--- config.mk ---
export PLATFORM = sky130hd
export DESIGN_NAME = operand_fetch_stage
export DESIGN_NICKNAME = d
export VERILOG_FILES = /design/src/rtl/operand_fetch_stage_pkg.sv /design/src/rtl/operand_fetch_stage_fwd_sel.sv /design/src/rtl/operand_fetch_stage.sv
export SDC_FILE = /design/constraint.sdc
export NUM_CORES = 1
export LEC_CHECK = 0
export ABC_AREA = 1
export BUFFER_PORTS_ARGS = -buffer_cell sky130_fd_sc_hd__buf_2
export CAP_MARGIN = 15
export CORE_AREA = 2 2 157 159
export CTS_BUF_LIST = sky130_fd_sc_hd__clkbuf_8
export CTS_CLUSTER_DIAMETER = 40
export DETAILED_ROUTE_END_ITERATION = 8
export DIE_AREA = 0 0 159 161
export GPL_TIMING_DRIVEN = 0
export PLACE_DENSITY_LB_ADDON = 0.05
export SKIP_LAST_GASP = 1
export SYNTH_ARGS = -nofsm -noshare
export SYNTH_HDL_FRONTEND = slang
export SYNTH_SLANG_ARGS = --single-unit
--- constraint.sdc ---
create_clock -name clk -period 1.99 [get_ports clk]
set_input_delay 0.0995 -clock clk [delete_from_list [all_inputs] [get_ports clk]]
set_output_delay 0.0995 -clock clk [all_outputs]
set_load 0.02 [all_outputs]
--- src/rtl/operand_fetch_stage_pkg.sv ---
// Shared core constants and the EX-stage payload for the operand fetch stage.
package operand_fetch_stage_pkg;

    localparam int unsigned REG_IDX_W = 5;
    localparam int unsigned XLEN      = 32;
    localparam logic [XLEN-1:0] NOP_INST = 32'h0000_0013;

    typedef struct packed {
        logic [XLEN-1:0]      pc;
        logic [XLEN-1:0]      inst;
        logic [XLEN-1:0]      rs1_val;
        logic [XLEN-1:0]      rs2_val;
        logic [REG_IDX_W-1:0] rd;
        logic                 reg_we;
        logic                 is_load;
    } ex_payload_t;

    // x0 never matches a producer: it is hardwired to zero.
    function automatic logic reg_match(input logic [REG_IDX_W-1:0] src,
                                       input logic [REG_IDX_W-1:0] dst);
        return (src != '0) && (src == dst);
    endfunction

endpackage

--- src/rtl/operand_fetch_stage_fwd_sel.sv ---
// Single-source operand selector (zero / EX bypass / WB bypass / register file).
// Bypass paths exist only when FORWARDING_EN is defined.
module operand_fetch_stage_fwd_sel
    import operand_fetch_stage_pkg::*;
(
    input  logic [REG_IDX_W-1:0] rs_idx,
    input  logic [XLEN-1:0]      rf_data,
    input  logic                 ex_fwd_en,
    input  logic [REG_IDX_W-1:0] ex_rd,
    input  logic [XLEN-1:0]      ex_result,
    input  logic                 wb_we,
    input  logic [REG_IDX_W-1:0] wb_rd,
    input  logic [XLEN-1:0]      wb_data,
    output logic [XLEN-1:0]      operand_c
);

`ifdef FORWARDING_EN
    always_comb begin
        operand_c = rf_data;
        if (rs_idx == '0) begin
            operand_c = '0;
        end else if (ex_fwd_en && (ex_rd == rs_idx)) begin
            operand_c = ex_result;
        end else if (wb_we && (wb_rd == rs_idx)) begin
            operand_c = wb_data;
        end
    end
`else
    // Without bypassing, dependences are resolved by stalling upstream.
    logic unused_fwd_c;
    assign unused_fwd_c = ^{ex_fwd_en, ex_rd, ex_result, wb_we, wb_rd, wb_data};

    assign operand_c = (rs_idx == '0) ? '0 : rf_data;
`endif

endmodule

--- src/rtl/operand_fetch_stage.sv ---
// Operand fetch stage: resolves source operands and registers them toward EX.
// FORWARDING_EN selects bypassing with load-use stalls; otherwise stall on any RAW.
module operand_fetch_stage
    import operand_fetch_stage_pkg::*;
(
    input  logic                 clk,
    input  logic                 rst,
    input  logic                 id_valid,
    output logic                 id_ready,
    input  logic [XLEN-1:0]      id_pc,
    input  logic [XLEN-1:0]      id_inst,
    input  logic [REG_IDX_W-1:0] id_rs1,
    input  logic [REG_IDX_W-1:0] id_rs2,
    input  logic [REG_IDX_W-1:0] id_rd,
    input  logic                 id_reg_we,
    input  logic                 id_is_load,
    output logic [REG_IDX_W-1:0] rf_ra1,
    output logic [REG_IDX_W-1:0] rf_ra2,
    input  logic [XLEN-1:0]      rf_rd1,
    input  logic [XLEN-1:0]      rf_rd2,
    output logic                 ex_valid,
    input  logic                 ex_ready,
    output logic [XLEN-1:0]      ex_pc,
    output logic [XLEN-1:0]      ex_inst,
    output logic [XLEN-1:0]      ex_rs1_val,
    output logic [XLEN-1:0]      ex_rs2_val,
    output logic [REG_IDX_W-1:0] ex_rd,
    output logic                 ex_reg_we,
    output logic                 ex_is_load,
    input  logic [XLEN-1:0]      ex_result,
    input  logic                 wb_we,
    input  logic [REG_IDX_W-1:0] wb_rd,
    input  logic [XLEN-1:0]      wb_data,
    input  logic                 flush,
    output logic [XLEN-1:0]      hazard_cnt
);

    logic            ex_valid_q, ex_valid_d;
    ex_payload_t     ex_q, ex_d;
    logic [XLEN-1:0] hazard_cnt_q, hazard_cnt_d;
    logic [XLEN-1:0] rs1_val_c, rs2_val_c;
    logic            ex_fwd_en_c, hazard_c, advance_c;

    assign rf_ra1      = id_rs1;
    assign rf_ra2      = id_rs2;
    assign ex_fwd_en_c = ex_valid_q & ex_q.reg_we & ~ex_q.is_load;
    assign advance_c   = ~ex_valid_q | ex_ready;

`ifdef FORWARDING_EN
    // Only a load in EX cannot be bypassed; its data arrives via WB next cycle.
    assign hazard_c = ex_valid_q & ex_q.is_load & ex_q.reg_we
                    & (reg_match(id_rs1, ex_q.rd) | reg_match(id_rs2, ex_q.rd));
`else
    assign hazard_c = (ex_valid_q & ex_q.reg_we
                       & (reg_match(id_rs1, ex_q.rd) | reg_match(id_rs2, ex_q.rd)))
                    | (wb_we & (reg_match(id_rs1, wb_rd) | reg_match(id_rs2, wb_rd)));
`endif

    assign id_ready = advance_c & ~hazard_c & ~flush & ~rst;

    operand_fetch_stage_fwd_sel u_fwd_sel_rs1 (
        .rs_idx    (id_rs1),
        .rf_data   (rf_rd1),
        .ex_fwd_en (ex_fwd_en_c),
        .ex_rd     (ex_q.rd),
        .ex_result (ex_result),
        .wb_we     (wb_we),
        .wb_rd     (wb_rd),
        .wb_data   (wb_data),
        .operand_c (rs1_val_c)
    );

    operand_fetch_stage_fwd_sel u_fwd_sel_rs2 (
        .rs_idx    (id_rs2),
        .rf_data   (rf_rd2),
        .ex_fwd_en (ex_fwd_en_c),
        .ex_rd     (ex_q.rd),
        .ex_result (ex_result),
        .wb_we     (wb_we),
        .wb_rd     (wb_rd),
        .wb_data   (wb_data),
        .operand_c (rs2_val_c)
    );

    // Next-state: flush kills, otherwise advance issues or inserts a bubble.
    always_comb begin
        ex_valid_d   = ex_valid_q;
        ex_d         = ex_q;
        hazard_cnt_d = hazard_cnt_q;
        if (id_valid && hazard_c && !flush && (hazard_cnt_q != '1)) begin
            hazard_cnt_d = hazard_cnt_q + XLEN'(1);
        end
        if (flush) begin
            ex_valid_d = 1'b0;
        end else if (advance_c) begin
            if (id_valid && !hazard_c) begin
                ex_valid_d   = 1'b1;
                ex_d.pc      = id_pc;
                ex_d.inst    = id_inst;
                ex_d.rs1_val = rs1_val_c;
                ex_d.rs2_val = rs2_val_c;
                ex_d.rd      = id_rd;
                ex_d.reg_we  = id_reg_we;
                ex_d.is_load = id_is_load;
            end else begin
                ex_valid_d = 1'b0;
            end
        end
    end

    always_ff @(posedge clk) begin
        if (rst) begin
            ex_valid_q   <= 1'b0;
            ex_q         <= '0;
            hazard_cnt_q <= '0;
        end else begin
            ex_valid_q   <= ex_valid_d;
            ex_q         <= ex_d;
            hazard_cnt_q <= hazard_cnt_d;
        end
    end

    assign ex_valid   = ex_valid_q;
    assign ex_pc      = ex_q.pc;
    assign ex_inst    = ex_q.inst;
    assign ex_rs1_val = ex_q.rs1_val;
    assign ex_rs2_val = ex_q.rs2_val;
    assign ex_rd      = ex_q.rd;
    assign ex_reg_we  = ex_q.reg_we;
    assign ex_is_load = ex_q.is_load;
    assign hazard_cnt = hazard_cnt_q;

endmodule

======== After elaboration in Yosys (flattened, before gate mapping) ========
Cells that the tools add are included.
cells by class
  add/sub/neg operators ................... 1
  multipliers ............................. 0
  div/mod/pow operators ................... 0
  $lt $le $gt $ge ......................... 0
  eq/ne operators ......................... 5
  shift operators ......................... 0
  mux-type cells .......................... 3
  bitwise logic cells ..................... 14
  reductions and logical operators ........ 16
operators by type and width
  kind                                            number
  2-to-1 mux 32 bit                               2
  adder 32 x 1 -> 32 bit (second input constant)  1
  inequality test 32 bit (second input constant)  1
  equality test 5 bit                             4
  logical NOT 5 bit                               2
  nonzero test 5 bit                              2
  logical AND 1 bit                               8
  bitwise AND 1 bit                               6
  inverter 1 bit                                  4
  OR 1 bit                                        4
  AND reduction 3 bit                             1
  logical NOT 1 bit                               2
  OR reduction 2 bit                              1
  2-to-1 mux 1 bit                                1
storage, ports and cells
  register bits ........................... 168
  bits in latches ......................... 0
  bits in writable memories ............... 0
  memory bits (read-only) ................. 0
  input port bits ......................... 220
  output and inout bits ................... 179
  memories kept ........................... 0

======== Depth between registers and ports, before layout ========
  word-level depth ........................ 9
  gate-level depth with buffers ........... 15

======== By module ========
Synthesis repeated with hierarchy kept, for this count alone.
second synthesis, totals
  cell total of the unflattened synthesis .. 1494
  area total of the unflattened synthesis .. 8829.7 µm²
modules (own cells, without submodules)
  module                       instances  cells an instance  area an instance (µm²)  sequential area each (µm²)
  operand_fetch_stage          1          1352               8214.1                  3363.2
  operand_fetch_stage_fwd_sel  2          71                 307.8                   0.0

======== Least setup slack after synthesis ========
No wires, ideal clock.
  kind .................................... reg2reg
  start ................................... reg hazard_cnt_q[1] (netlist: hazard_cnt[1])
  end ..................................... reg hazard_cnt_q[21] (netlist: hazard_cnt[21])
  library setup time ...................... 0.128 ns
  arrival time ............................ 1.808 ns
  data required time ...................... 1.862 ns
  slack ................................... 0.055 ns
  cell stages (with the launch flop) ...... 14
  path through ............................ dfxtp_1 ha_1 nand3_1 nor2_2 nand2_1 nor2_2 nand3_2 buf_6 nand2_1 inv_1 nand3_1 nand2_1 nand2_1 nor2_1
between the ends
  cells in the longest elaborated chain, start to end .. 2
ends and longest elaborated chain
  element                                                         line                        text
  start: declaration                                              operand_fetch_stage.sv:40   logic [XLEN-1:0] hazard_cnt_q, hazard_cnt_d;
  start signal: assignment                                        operand_fetch_stage.sv:119  hazard_cnt_q <= hazard_cnt_d;
  branches (longest 2 deep; another with adder 32 x 1 -> 32 bit)  n/a
Several ways; the timed one is not identified.
A chain may end at the register's enable or synchronous reset.

======== Worst setup path in the final report ========
  start ................................... reg ex_q (netlist bit ex_rd[3])
  end ..................................... out id_ready
between the ends
  cells in the longest elaborated chain, start to end .. 9
ends and longest elaborated chain
  element                             line                           text
  start: declaration                  operand_fetch_stage.sv:39      ex_payload_t ex_q, ex_d;
  start signal: assignment            operand_fetch_stage.sv:114     ex_q <= '0;
  start signal: assignment            operand_fetch_stage.sv:118     ex_q <= ex_d;
  equality test 5 bit                 operand_fetch_stage_pkg.sv:21  return (src != '0) && (src == dst);
  logical AND 1 bit                   operand_fetch_stage_pkg.sv:21
  OR 1 bit (*)                        operand_fetch_stage.sv:55      & (reg_match(id_rs1, ex_q.rd) | reg_match(id_rs2, ex_q.rd)))
  bitwise AND 1 bit (*)               operand_fetch_stage.sv:55
  OR 1 bit (*)                        operand_fetch_stage.sv:56      | (wb_we & (reg_match(id_rs1, wb_rd) | reg_match(id_rs2, wb_rd)));
  inverter 1 bit (*)                  operand_fetch_stage.sv:59      assign id_ready = advance_c & ~hazard_c & ~flush & ~rst;
  bitwise AND 1 bit (*) (3 in a row)  operand_fetch_stage.sv:59
  end: declaration                    operand_fetch_stage.sv:9       output logic id_ready,
Mark *: on every way between the ends. The rest lies on a longest branch, timed or not.

==> metrics.cfg <==
[outcome]
status=completed

[synth]
synth_area_um2=8420
syn_nets=1606
syn_area_per_cell_um2=6.08
synth_xor_area_share_pct=2.18
synth_top_family_by_area=simple AND/OR/NAND/NOR gates
syn_inst=1385
synth_compound_area_share_pct=0.565
synth_adder_area_share_pct=0.149
ys_warn_count=0
ys_seq_area_share_pct=39.9
synthMuxAreaShare_pct=0
ys_types=23
synth-seq-cells=168
yosys.area_share.simple_pct=42.3

[grt]
grt_pass1_vias=9149
antenna_found_initial=4
overflow=0
track_usage_pct=22.8
grt_first_pass_wirelength_um=46800
grt_max_degree=18

[floorplan]
fp.dieW_um=159
start_util_pct=35.1
ios=399
die_height_um=161
rows=57
coreArea_um2=24000
dieArea_um2=25600

[cts]
cts.sinks=168
cts_max_path_buffers=2
clock-root-buffer=clkbuf_8
clk_latency_ns=0.47
cts_buffers=17
h-tree-depth=4
cts_tree=done
path_clk_slew_ns=0.10

[timing]
tightestPinTransition_ns=0.677
period_minus_slack_ns=1.99
setup_violations=0
max_freq_mhz=503
hold_violations=0
finalCritPeriodShare_pct=99.9
slew_headroom_pct=54.7
fin_skew_ns=0.0268
setup_ws_ns=0.00241
report.final.slew_viol_count=0
grt_setup_unrepaired=yes
whs_ns=0.168

[worst_setup_path]
r2r_cells=14
worst_ep_arrival_time_ns=1.89
endpoint_kind=primary output
critPathKind=flip-flop to primary output
path_max_fanout=10
startpoint_type=flip-flop
required_ns=1.89

[routing]
ant_nets=0
drc=0
drt-wirelength-per-cell_um=13.2
drt_first_pass_iters=5
drtIter0Drc=487
via_per_inst=4.30
vias=9555
routed_wl_um=29300

[place]
pre_cts_ws_ns=-0.220
portBuffers=334
hpwl_um=21400
routabilityCongestion=0.806
place_inst=2043

[hold_path]
hold_path_class=primary input to flip-flop
min_delay_path_depth=6

[flow_run]
max_cap_violations=0

[layout]
final_common_cell=nand2_1
regArea_um2=3390
multi_input_area_um2=3900
final_cell_mix=433 x nand2_1, 345 x buf_2, 334 x nor2_1, 216 x inv_1, 160 x dfxtp_1
fin_util_pct=52.1
fillers=2561
drive_gt1_share_pct=24.0
stdcell_count=2223
syn_to_final_growth_pct=48.4
nNetsFinal=2103

[power]
leakagePower_nw=7.07
power.density_nw_per_um2=631
peakVddDrop_mv=0.377

==> routing by layer <==
| layer | track usage [%] | wire, um | share of wire (%) | vias to the layer above |
|---|---|---|---|---|
| met3 | 6.14 | 1820 | 6.2 | 38 |
| li1 | - | - | - | 5063 |
| met1 | 28.3 | 12900 | 44 | 4193 |
| met4 | 8.55 | 727 | 2.5 | 0 |
| met2 | 38.1 | 13900 | 47 | 261 |
| met5 | 0 | 0 | 0 | - |
==> per-stage QoR <==
step / setup TNS, ns / area (um2) / total power (W)
CTS: -0.0708 / 12300 / 0.00797
global route: -0.161 / 12500 / 0.00837
finish: 0 / 12500 / 0.00788
global placement: -9.35 / 10500 / 0.00530
floorplan: 0 / 8420 / 0.00470
detailed placement: -13.45 / 10500 / 0.00530
==> timing repair <==
action | 4_1_cts | 5_1_grt
resized for setup | 26 | 41
pin swaps | 3 | 5
hold endpoints to repair | 136 | 0
gates cloned | 0 | 1
setup endpoints to repair | 140 | 163
hold buffers | 137 | 0
buffers inserted | 2 | 4
==> logic make-up (layout without fill, tap and decap cells) <==
kind of cell,Yosys count,in the layout
compound gates,9,9
xor+xnor,21,21
fa+ha+maj,1,1
buf+inv,296,806
flops,168,168
other cells,0,4
simple gates,890,890
==> worst max-delay path, cell delays in order (launching register included) <==
cell	delay (ns)
dfxtp_2	0.40
xor2_1	0.19
nor2_2	0.05
nand3_2	0.07
nand2_2	0.06
nand2_2	0.09
nand2_2	0.06
buf_6	0.12
buf_8	0.13
nor3_4	0.11
buf_6	0.15
==> synthesized netlist by cell type <==
cell      instances  share of area, %
nand2_1         438                20
nor3_1            4              0.24
buf_2            19               1.1
buf_4            15               1.3
inv_2             3              0.13
a21oi_1           8              0.48
nand3_1          65               3.9
nor2_2            3              0.22
nand3_2           3              0.36
inv_1           216               9.6
dfxtp_1         168                40
xnor2_1          10               1.0
buf_6             8               1.1
nand4_4           1              0.25
clkbuf_1         33               1.5
o21a_1            1             0.089
ha_1              1              0.15
buf_1             2             0.089
xor2_1           11               1.1
nand2_2           1             0.074
nand4_1          34               2.5
and2_1            1             0.074
nor2_1          340                15
==> area by class of cell <==
class	count	area share (%)
clock buffer	17	1.87
tap	324	3.25
timing repair buffer	478	24.8
sequential	168	27.1
clock inverter	15	1.16
buffer	77	3.90
multi-input combinational	921	31.2
inverter	219	6.58
antenna	4	0.0801
==> worst paths after layout <==
| kind | end | slack (ns) | start |
|---|---|---|---|
| worst max-delay path | id_ready | 0.002 | ex_rd[3] |
| worst min register to register | ex_rs1_val[12] | 0.48 | ex_rs1_val[12] |
| worst max register to register | hazard_cnt[1] | 0.13 | ex_rd[1] |
| worst min-delay path | ex_rs2_val[5] | 0.17 | id_valid |
==> state kept, by name, indices dropped and copies added (netlist names) <==
name	flops
ex_rd	5
hazard_cnt	32
ex_rs2_val	32
ex_rs1_val	32
ex_inst	32
ex_valid	1
ex_pc	32
ex_is_load	1
ex_reg_we	1
==> where the power goes <==
group / internal [W] / leakage (nW) / switching (W)
Combinational: 0.000745 / 5.49 / 0.00104
Clock: 0.000927 / 0.197 / 0.00149
Sequential: 0.00357 / 1.38 / 0.000108
Total: 0.00524 / 7.07 / 0.00265
(Power assumes the default switching activity.)
